--- src/rtl/dmem_copy_pkg.sv ---
// Shared types and default widths for the data-memory word-copy engine.
package dmem_copy_pkg;

  localparam int ADDRESS_WIDTH = 16;
  localparam int DATA_WIDTH    = 32;
  localparam int LEN_WIDTH     = 16;

  typedef enum logic [1:0] {
    IDLE,
    READ,
    WRITE,
    DONE
  } state_e;

endpackage

--- src/rtl/dmem_copy_engine_if.sv ---
// Data-memory port as seen by the copy engine (master) and the memory (slave).
interface dmem_copy_engine_if
  import dmem_copy_pkg::*;
#(
  parameter int ADDRESS_WIDTH = dmem_copy_pkg::ADDRESS_WIDTH,
  parameter int DATA_WIDTH    = dmem_copy_pkg::DATA_WIDTH
);

  logic [ADDRESS_WIDTH-1:0] Address;
  logic [DATA_WIDTH-1:0]    WriteData;
  logic                     MemWrite;
  logic [DATA_WIDTH-1:0]    MemData;

  modport master (
    output Address,
    output WriteData,
    output MemWrite,
    input  MemData
  );

  modport slave (
    input  Address,
    input  WriteData,
    input  MemWrite,
    output MemData
  );

endinterface

--- src/rtl/dmem_copy_csum.sv ---
// Running modular sum of the words written during one copy; cleared when a copy starts.
module dmem_copy_csum
  import dmem_copy_pkg::*;
#(
  parameter int DATA_WIDTH = dmem_copy_pkg::DATA_WIDTH
) (
  input  logic                  clk,
  input  logic                  reset,
  input  logic                  clear,
  input  logic                  en,
  input  logic [DATA_WIDTH-1:0] data,
  output logic [DATA_WIDTH-1:0] sum
);

  logic [DATA_WIDTH-1:0] sum_q, sum_d;

  always_comb begin
    sum_d = sum_q;
    if (clear) begin
      sum_d = '0;
    end else if (en) begin
      sum_d = sum_q + data;
    end
  end

  always_ff @(posedge clk) begin
    if (reset) begin
      sum_q <= '0;
    end else begin
      sum_q <= sum_d;
    end
  end

  assign sum = sum_q;

endmodule

--- src/rtl/dmem_copy_engine.sv ---
// Copies Length words from SrcAddr to DstAddr, one READ and one WRITE cycle per word.
// Optional Checksum output is built when DMEM_COPY_CHECKSUM_EN is defined.
module dmem_copy_engine
  import dmem_copy_pkg::*;
#(
  parameter int ADDRESS_WIDTH = dmem_copy_pkg::ADDRESS_WIDTH,
  parameter int DATA_WIDTH    = dmem_copy_pkg::DATA_WIDTH,
  parameter int LEN_WIDTH     = dmem_copy_pkg::LEN_WIDTH
) (
  input  logic                     Clk,
  input  logic                     Reset,
  input  logic                     Start,
  input  logic [ADDRESS_WIDTH-1:0] SrcAddr,
  input  logic [ADDRESS_WIDTH-1:0] DstAddr,
  input  logic [LEN_WIDTH-1:0]     Length,
  output logic                     Busy,
  output logic                     Done,
`ifdef DMEM_COPY_CHECKSUM_EN
  output logic [DATA_WIDTH-1:0]    Checksum,
`endif
  dmem_copy_engine_if.master       mem
);

  state_e                   state_q, state_d;
  logic [ADDRESS_WIDTH-1:0] src_q, src_d;
  logic [ADDRESS_WIDTH-1:0] dst_q, dst_d;
  logic [LEN_WIDTH-1:0]     rem_q, rem_d;
  logic [DATA_WIDTH-1:0]    data_q, data_d;

  // NOTE: every variable gets a default before the case, so no path leaves one unassigned (no latch).
  always_comb begin
    state_d = state_q;
    src_d   = src_q;
    dst_d   = dst_q;
    rem_d   = rem_q;
    data_d  = data_q;
    unique case (state_q)
      IDLE: begin
        if (Start) begin
          src_d   = SrcAddr;
          dst_d   = DstAddr;
          rem_d   = Length;
          state_d = (Length == '0) ? DONE : READ;
        end
      end
      READ: begin
        data_d  = mem.MemData;
        state_d = WRITE;
      end
      WRITE: begin
        src_d   = src_q + ADDRESS_WIDTH'(1);
        dst_d   = dst_q + ADDRESS_WIDTH'(1);
        rem_d   = rem_q - LEN_WIDTH'(1);
        state_d = (rem_q == LEN_WIDTH'(1)) ? DONE : READ;
      end
      DONE: begin
        state_d = IDLE;
      end
      default: begin
        state_d = IDLE;
      end
    endcase
  end

  // Moore outputs: decoded only from registered state and registers.
  always_comb begin
    Busy          = (state_q != IDLE);
    Done          = (state_q == DONE);
    mem.MemWrite  = (state_q == WRITE);
    mem.WriteData = data_q;
    mem.Address   = '0;
    if (state_q == READ) begin
      mem.Address = src_q;
    end else if (state_q == WRITE) begin
      mem.Address = dst_q;
    end
  end

  // NOTE: sequential state uses non-blocking assignments so all flops update together at the edge.
  // NOTE: the data register is reset as well, so WriteData is a known 0 straight out of reset.
  always_ff @(posedge Clk) begin
    if (Reset) begin
      state_q <= IDLE;
      src_q   <= '0;
      dst_q   <= '0;
      rem_q   <= '0;
      data_q  <= '0;
    end else begin
      state_q <= state_d;
      src_q   <= src_d;
      dst_q   <= dst_d;
      rem_q   <= rem_d;
      data_q  <= data_d;
    end
  end

`ifdef DMEM_COPY_CHECKSUM_EN
  logic csum_clear;
  logic csum_en;

  assign csum_clear = (state_q == IDLE) && Start;
  assign csum_en    = (state_q == WRITE);

  dmem_copy_csum #(
    .DATA_WIDTH (DATA_WIDTH)
  ) u_csum (
    .clk   (Clk),
    .reset (Reset),
    .clear (csum_clear),
    .en    (csum_en),
    .data  (data_q),
    .sum   (Checksum)
  );
`endif

endmodule
--- src/flat_wrapper.sv ---
// flat-port wrapper written by rule: the top's interface ports become plain ports
module dmem_copy_engine_flat import dmem_copy_pkg::*;
#(
  parameter int ADDRESS_WIDTH = dmem_copy_pkg::ADDRESS_WIDTH,
  parameter int DATA_WIDTH    = dmem_copy_pkg::DATA_WIDTH,
  parameter int LEN_WIDTH     = dmem_copy_pkg::LEN_WIDTH
)
  (Clk, Reset, Start, SrcAddr, DstAddr, Length, Busy, Done, mem_Address, mem_WriteData, mem_MemWrite, mem_MemData);
  dmem_copy_engine_if #(.ADDRESS_WIDTH(ADDRESS_WIDTH), .DATA_WIDTH(DATA_WIDTH)) mem_i ();
  input  logic Clk;
  input  logic Reset;
  input  logic Start;
  input  logic [ADDRESS_WIDTH-1:0] SrcAddr;
  input  logic [ADDRESS_WIDTH-1:0] DstAddr;
  input  logic [LEN_WIDTH-1:0] Length;
  output logic Busy;
  output logic Done;
  output wire logic [$bits(mem_i.Address)-1:0] mem_Address;
  output wire logic [$bits(mem_i.WriteData)-1:0] mem_WriteData;
  output wire logic [$bits(mem_i.MemWrite)-1:0] mem_MemWrite;
  input wire logic [$bits(mem_i.MemData)-1:0] mem_MemData;
  assign mem_Address = mem_i.Address;
  assign mem_WriteData = mem_i.WriteData;
  assign mem_MemWrite = mem_i.MemWrite;
  assign mem_i.MemData = mem_MemData;
  dmem_copy_engine #(.ADDRESS_WIDTH(ADDRESS_WIDTH), .DATA_WIDTH(DATA_WIDTH), .LEN_WIDTH(LEN_WIDTH)) u_core (.Clk(Clk), .Reset(Reset), .Start(Start), .SrcAddr(SrcAddr), .DstAddr(DstAddr), .Length(Length), .Busy(Busy), .Done(Done), .mem(mem_i));
endmodule
--- config.mk ---
export PLATFORM = sky130hd
export DESIGN_NAME = dmem_copy_engine_flat
export DESIGN_NICKNAME = d
export VERILOG_FILES = /design/src/rtl/dmem_copy_pkg.sv /design/src/rtl/dmem_copy_engine_if.sv /design/src/rtl/dmem_copy_csum.sv /design/src/rtl/dmem_copy_engine.sv /design/src/flat_wrapper.sv
export SDC_FILE = /design/constraint.sdc
export NUM_CORES = 1
export LEC_CHECK = 0
export ABC_AREA = 1
export CAP_MARGIN = 0
export CORE_MARGIN = 4
export CORE_UTILIZATION = 40
export DETAILED_ROUTE_END_ITERATION = 8
export GPL_TIMING_DRIVEN = 0
export PLACE_DENSITY = 0.74
export SKIP_LAST_GASP = 1
export SYNTH_ARGS = -nofsm -noshare
export SYNTH_HDL_FRONTEND = slang
export SYNTH_SLANG_ARGS = --single-unit
--- constraint.sdc ---
create_clock -name Clk -period 2.8 [get_ports Clk]
set_input_delay 0.28 -clock Clk [delete_from_list [all_inputs] [get_ports Clk]]
set_output_delay 0.28 -clock Clk [all_outputs]
set_load 0.03 [all_outputs]
# Word-level counts from Yosys, hierarchy flattened
# Index checks and enable logic that the tools add are counted.
[op_classes]
n_reduce_logical = 5
addsub = 3
n_mux = 12
n_eq_ne = 5
[ops]
columns = ["cell", "n"]
rows = [
  ["one-hot mux 16 bit (2 select lines)", 3],
  ["two-way mux 16 bit", 5],
  ["adder 16 x 1 -> 16 bit, second input constant", 2],
  ["equality test 16 x 1 -> 1 bit, second input constant", 1],
  ["logical NOT 16 bit", 1],
  ["subtractor 16 x 1 -> 16 bit, second input constant", 1],
  ["one-hot mux 2 bit (4 select lines)", 1],
  ["two-way mux 2 bit", 3],
  ["equality test 2 bit, second input constant", 2],
  ["nonzero test 2 bit", 2],
  ["equality test 2 x 1 -> 1 bit, second input constant", 1],
  ["logical NOT 2 bit", 1],
  ["!= test 2 bit, second input constant", 1],
  ["AND reduction 2 bit", 1],
]
[totals]
regBits = 82
inputBits = 83
output_inout_bits = 51
wordCells = 30

# Depth between registers and ports, before layout
# Gate-level depths: netlist (run 1).
[logic_depth]
depth_word = 4
mapped_depth = 11
ltp_nobuf = 11

# Worst setup path after synthesis (run 1)
# No wires, ideal clock.
[synth_timing]
kind = "register to output"
start = "reg u_core.state_q[0]"
end = "out mem_Address[0]"
path_stages_with_launch = 6
required_ns = 2.520
t_arrival_ns = 1.636
path_slack_ns = 0.884
n_path_buf = 1
cell_sequence = "dfxtp_1 inv_1 nor2_2 inv_2 clkbuf_1 o21ai_0"
[synth_via]
elab_chain_len = 3
elab_cells_between_ends = 4
cone_classes = "2 x eq/ne; 2 x mux"
[synth_rtl]
columns = ["item", "line_no", "rtl"]
rows = [
  ["start, declared", "dmem_copy_engine.sv:24", "state_e state_q, state_d;"],
  ["start signal, assigned", "dmem_copy_engine.sv:89", "state_q <= state_d;"],
  ["equality test 2 bit", "dmem_copy_engine.sv:74", "end else if (state_q == WRITE) begin"],
  ["two-way mux 16 bit", "dmem_copy_engine.sv:74", ""],
  ["two-way mux 16 bit *", "dmem_copy_engine.sv:72", "if (state_q == READ) begin"],
  ["end, declared", "flat_wrapper.sv:18", "output wire logic [$bits(mem_i.Address)-1:0] mem_Address;"],
]
# Every way passes the cells marked *; elsewhere a longest branch is shown, timed or not.

# Worst setup path after layout (run 1)
[layout_timing]
start = "reg u_core.state_q[0]"
end = "out mem_Address[7]"
# Same word-level chain as after synthesis.

==> reports/qor.csv, run 1 <==
metric,value,unit
crit_arrival,2440,ps
die_x,115,µm
cts.clk_slew.worst_paths,60,ps
fp.dieH,115,µm
drt_iter0_markers,531,
finalHoldViolCount,0,
viasPerCell,5.34,
finalCoreUtilization,58.2,%
power_frac_clock,34.7,%
grt_pass1_wl,26.1,mm
port_buffers,133,
grt_setup_unrepaired,no,
layout-drive-gt1-share,5.22,%
syn_nets,821,
worstHoldStart,u_core.src_q[15],
slew_headroom,59.1,%
num_io_pins,134,
die-area,13300,µm²
cp-start-kind,flip-flop,
clockBufferDepth,2,
dp_hpwl,12.3,mm
pre_cts_ws,251,ps
p_sw,1.12,mW
numCtsBuffers,9,
p_seq_share,39.5,%
reg2reg_from,u_core.state_q[0],
crit_start,u_core.state_q[0],
wl_met2,7.36,mm
wl_met1,6.64,mm
worst_slew_pin_slew,614,ps
tns,0,ps
post_cts_buffers,0,
p_leak,2.74,nW
drc_errors,0,
drt-total-wl,16.5,mm
grt_max_degree,20,
period_needed,2720,ps
route.vias.total,5454,
setup_viol,0,
final_cell_mix,"nor2_1 (148), nand2_1 (136), clkdlybuf4s50_1 (126), o21ai_0 (83), dfxtp_1 (82)",
start_util,41.7,%
grt_use_total,24.9,%
cts_sinks,82,
htree_levels,3,
skew,3.66,ps
avgSynthCellArea,6.27,µm²
area_growth,39.6,%
fin_cells,1021,
status,finished clean,
first_pass_iters,5,
netlist_area,4600,µm²
antenna_found_initial,0,
min_path_type,flip-flop to flip-flop,
ant_nets,0,
final_nets,964,
total_power,3.46,mW
grt_pass1_vias,5213,
place.gp.congestion,0.980,
wl_per_cell,16.2,µm
yosysUniqueCellTypes,34,
ir_drop,556,µV
ctsRootBufferMaster,clkbuf_16,
syn_inst,734,
swShare,32.4,%
ys_seq_area_share,35.7,%
yosys_register_bits,82,
cts_tree,built,
core_area,11000,µm²
p_int,2.34,mW
finalCritPeriodShare,97.2,%
cp-end-kind,output port,
fmax,0.368,GHz
final_common_cell,nor2_1,
crit_path_max_fanout,10,
cp.required,2520,ps
worst-setup-path-type,flip-flop to output port,
top_layer_used,met4,
power_frac_comb,25.8,%
final_max_slew_viol_count,0,
place_inst,1007,
power_density,539,nW/µm²
fin_ws,79.0,ps
clock_latency,340,ps
fp-row-count,38,
dr_wl_met3,2.15,mm
overflow,0,
drv_cap,0,
antenna_cells,0,
ys.warnings.count,0,
r2r_slack,1090,ps
## worst max-delay path, stage by stage (launching register included)
cell,delay [ps]
dfxtp_1,330
inv_1,150
nand2_2,180
clkbuf_1,300
o21ai_0,390
clkdlybuf4s50_1,750
## path summary, 6_finish.rpt
path | end | cells past startpoint
setup reg to reg | u_core.src_q[9] | 7
hold reg to reg | u_core.src_q[15] | 2
hold / removal | u_core.src_q[15] | 2
setup / recovery | mem_Address[7] | 5
## power by group through the flow
stage | clock network, mW | logic [mW] | registers, mW
floorplan | 0 | 0.440 | 1.44
global placement | 0 | 0.873 | 1.38
detailed placement | 0 | 0.879 | 1.39
CTS | 1.22 | 0.885 | 1.36
global route | 1.26 | 0.976 | 1.38
finish | 1.20 | 0.892 | 1.37
## layer usage
| layer | vias to the layer above | global-route usage [%] |
|---|---|---|
| li1 | 2700 | - |
| met1 | 2403 | 30.8 |
| met2 | 314 | 39.6 |
| met3 | 37 | 9.16 |
| met4 | 0 | 9.23 |
| met5 | - | 0 |
## registers in the layout, summed over array words and instances, names as in the netlist
register and cells:
u_core.state_q 2, u_core.dst_q 16, u_core.src_q 16, u_core.rem_q 16, u_core.mem.WriteData 32
## through the flow
step / instance area (µm²) / hold WS (ps)
final: 6420 / 499
after global routing: 6420 / 509
after CTS: 6400 / 494
after detailed placement: 6110 / 484
after global placement: 6110 / 467
after floorplan: 4600 / 361
## kinds of logic after synthesis
kind of cell,share of synthesized area (%)
AO/OA/AOI/OAI,20.8
AND/OR/NAND/NOR,32.3
flip-flops,35.7
buffers and inverters,10.1
adder cells (fa/ha/maj),1.09
## cell usage after synthesis (all sizes together)
master | number | area share, %
dfxtp | 82 | 36
a21o | 1 | 0.16
or2 | 2 | 0.27
a211oi | 5 | 0.82
nand2 | 137 | 11
o211ai | 9 | 1.5
nor3 | 7 | 0.76
nor3b | 1 | 0.16
buf | 18 | 2.1
a221oi | 2 | 0.65
ha | 4 | 1.1
a21boi | 2 | 0.33
a41oi | 1 | 0.19
nor2 | 151 | 12
nand3b | 1 | 0.16
a22oi | 1 | 0.16
nand4 | 11 | 1.5
o32ai | 1 | 0.19
clkbuf | 21 | 1.7
o21ai | 85 | 9.3
a31oi | 6 | 0.82
inv | 77 | 6.3
nand3 | 49 | 5.4
o22ai | 15 | 2.0
a21oi | 43 | 4.7
nor4 | 2 | 0.27
## what timing repair did
action                     in CTS  in global routing
hold buffers                    0                  0
resized for setup               2                  7
setup endpoints to repair      13                  7
## area by class of cell
class                      count  area [µm²]
multi-input combinational    536        2500
inverter                      77         289
clock buffer                  10         239
tap                          140         175
buffer                        38         173
fill                        1093        4610
timing repair buffer         133        1350
clock inverter                 5        55.1
sequential                    82        1640
(Power assumes the default switching activity.)
==> run 2, diff against run 1 <==
--- a/config.mk
+++ b/config.mk
@@ -16,3 +16,4 @@
 export SYNTH_ARGS = -nofsm -noshare
 export SYNTH_HDL_FRONTEND = slang
 export SYNTH_SLANG_ARGS = --single-unit
+export TNS_END_PERCENT = 50
==> run 2 against run 1 <==
  * Sequential cell count is the same
  * Critical path depth grew 1
  * Combinational power is essentially flat
  * Utilization shrank 0.091 points
  * Setup slack lost 9.5 ps
  * Via count grew 0.44%
  * Cell area shrank 0.16%
  * Highest routed layer unchanged
==> reports/qor.csv, run 2 (synthesis gave the netlist of run 1 again) <==
metric,value,unit
setup_viol,0,
final_max_slew_viol_count,0,
path_buf_inv,4,
layout-drive-gt1-share,5.22,%
fill_cells,1096,
fmax,0.366,GHz
grt_pass1_vias,5213,
crit_arrival,2450,ps
crit_path_max_fanout,10,
route.vias.total,5478,
viasPerCell,5.37,
finalHoldViolCount,0,
cts_sinks,82,
p_leak,2.67,nW
ir_drop,556,µV
crit_path_max_incr_delay,710,ps
overflow,0,
final_cell_mix,"nor2_1 (148), nand2_1 (136), clkdlybuf4s50_1 (130), o21ai_0 (83), dfxtp_1 (82)",
antenna_found_initial,0,
grt_max_degree,20,
htree_levels,3,
total_power,3.45,mW
area_growth,39.4,%
drc_errors,0,
final_nets,964,
status,finished clean,
antenna_cells,0,
post_cts_buffers,0,
fp-row-count,38,
clockBufferDepth,2,
first_pass_iters,5,
drt_iter0_markers,486,
die_x,115,µm
worst_slew_pin_slew,625,ps
clock_latency,340,ps
drt-total-wl,16.5,mm
grt_pass1_wl,26.1,mm
wl_per_cell,16.2,µm
port_buffers,133,
cts_tree,built,
largest_register_ffs,32,
worst-setup-path-type,flip-flop to output port,
grt_setup_unrepaired,yes,
dp_hpwl,12.3,mm
die-area,13300,µm²
cp_top_family,buffers and inverters,
core_area,11000,µm²
start_util,41.7,%
path_cells,inv_1 -> nor2_4 -> inv_2 -> clkbuf_1 -> o22ai_1 -> clkdlybuf4s50_1,
cts.clk_slew.worst_paths,60,ps
fp.dieH,115,µm
multi_input_area,2500,µm²
min_path_type,flip-flop to flip-flop,
seqCellArea,1640,µm²
final_common_cell,nor2_1,
numCtsBuffers,9,
ant_nets,0,
num_io_pins,134,
ctsRootBufferMaster,clkbuf_16,
cp-end-kind,output port,
period_needed,2730,ps
drv_cap,0,
slew_headroom,58.3,%
dpl_cell_area,6110,µm²
crit_slowest_cell,clkdlybuf4s50_1,
place.gp.congestion,0.980,
cp.required,2520,ps
skew,5.34,ps
finalCritPeriodShare,97.5,%
grt_use_total,24.9,%
stdcell_area,6410,µm²
power_density,538,nW/µm²
cp-start-kind,flip-flop,
## run 2: changes by cell type in the layout (fill, tap and decap cells not counted), sizes merged
cell           delta
clkdlybuf4s50     +4
dlymetal6s2s      -4
## run 2: timing repair
action	in CTS	in global routing
hold buffers	0	0
gates resized for setup	2	3
endpoints found under the setup margin	13	7
## run 2: worst register-to-register path, stage by stage, from the launching register on
cell and delay (ps):
dfxtp_1 330, inv_1 160, nand2_2 180, inv_2 110, clkbuf_1 490, nand3_1 180
nand2_1 90, a21oi_1 50
## run 2: through the flow
| step | hold WS [ps] | cells | utilization [%] | setup slack, ps | setup TNS [ps] |
|---|---|---|---|---|---|
| finish | 498 | 1021 | 58.1 | 69.5 | 0 |
| global route | 509 | 1021 | 58.1 | -70.7 | -165 |
| CTS | 494 | 1021 | 58.0 | 30.0 | 0 |
| detailed placement | 484 | 1007 | 55.4 | 251 | 0 |
| global placement | 467 | 1007 | 55.4 | 254 | 0 |
| floorplan | 361 | 734 | - | 884 | 0 |
## run 2: layout make-up
type                    instances  share of cell area [%]
well taps                     140                    2.73
clock buffers                  10                    3.73
plain buffers                  38                    2.69
repair buffers                133                    20.9
clock inverters                 5                   0.859
multi-input cells             536                    39.0
flip-flops and latches         82                    25.6
inverters                      77                    4.51
## run 2: worst paths after layout
| check | end | cells past startpoint | slack [ps] | from |
|---|---|---|---|---|
| worst max-delay path | mem_Address[5] | 6 | 70 | u_core.state_q[0] |
| worst min-delay path | u_core.src_q[15] | 2 | 500 | u_core.src_q[15] |
| worst max register to register | u_core.src_q[9] | 7 | 1070 | u_core.state_q[0] |
| worst min register to register | u_core.src_q[15] | 2 | 500 | u_core.src_q[15] |
## run 2: power breakdown
group | leakage (nW) | switching, mW | internal, mW
Sequential | 0.677 | 0.0913 | 1.27
Combinational | 1.85 | 0.536 | 0.358
Clock | 0.140 | 0.483 | 0.707
Total | 2.67 | 1.11 | 2.34
## run 2: metal layers
| layer | vias up | share of wire, % | track usage, % |
|---|---|---|---|
| met5 | - | 0 | 0 |
| met4 | 0 | 1.9 | 9.23 |
| met3 | 28 | 13 | 9.16 |
| met2 | 278 | 45 | 39.6 |
| met1 | 2475 | 40 | 30.8 |
| li1 | 2697 | - | - |
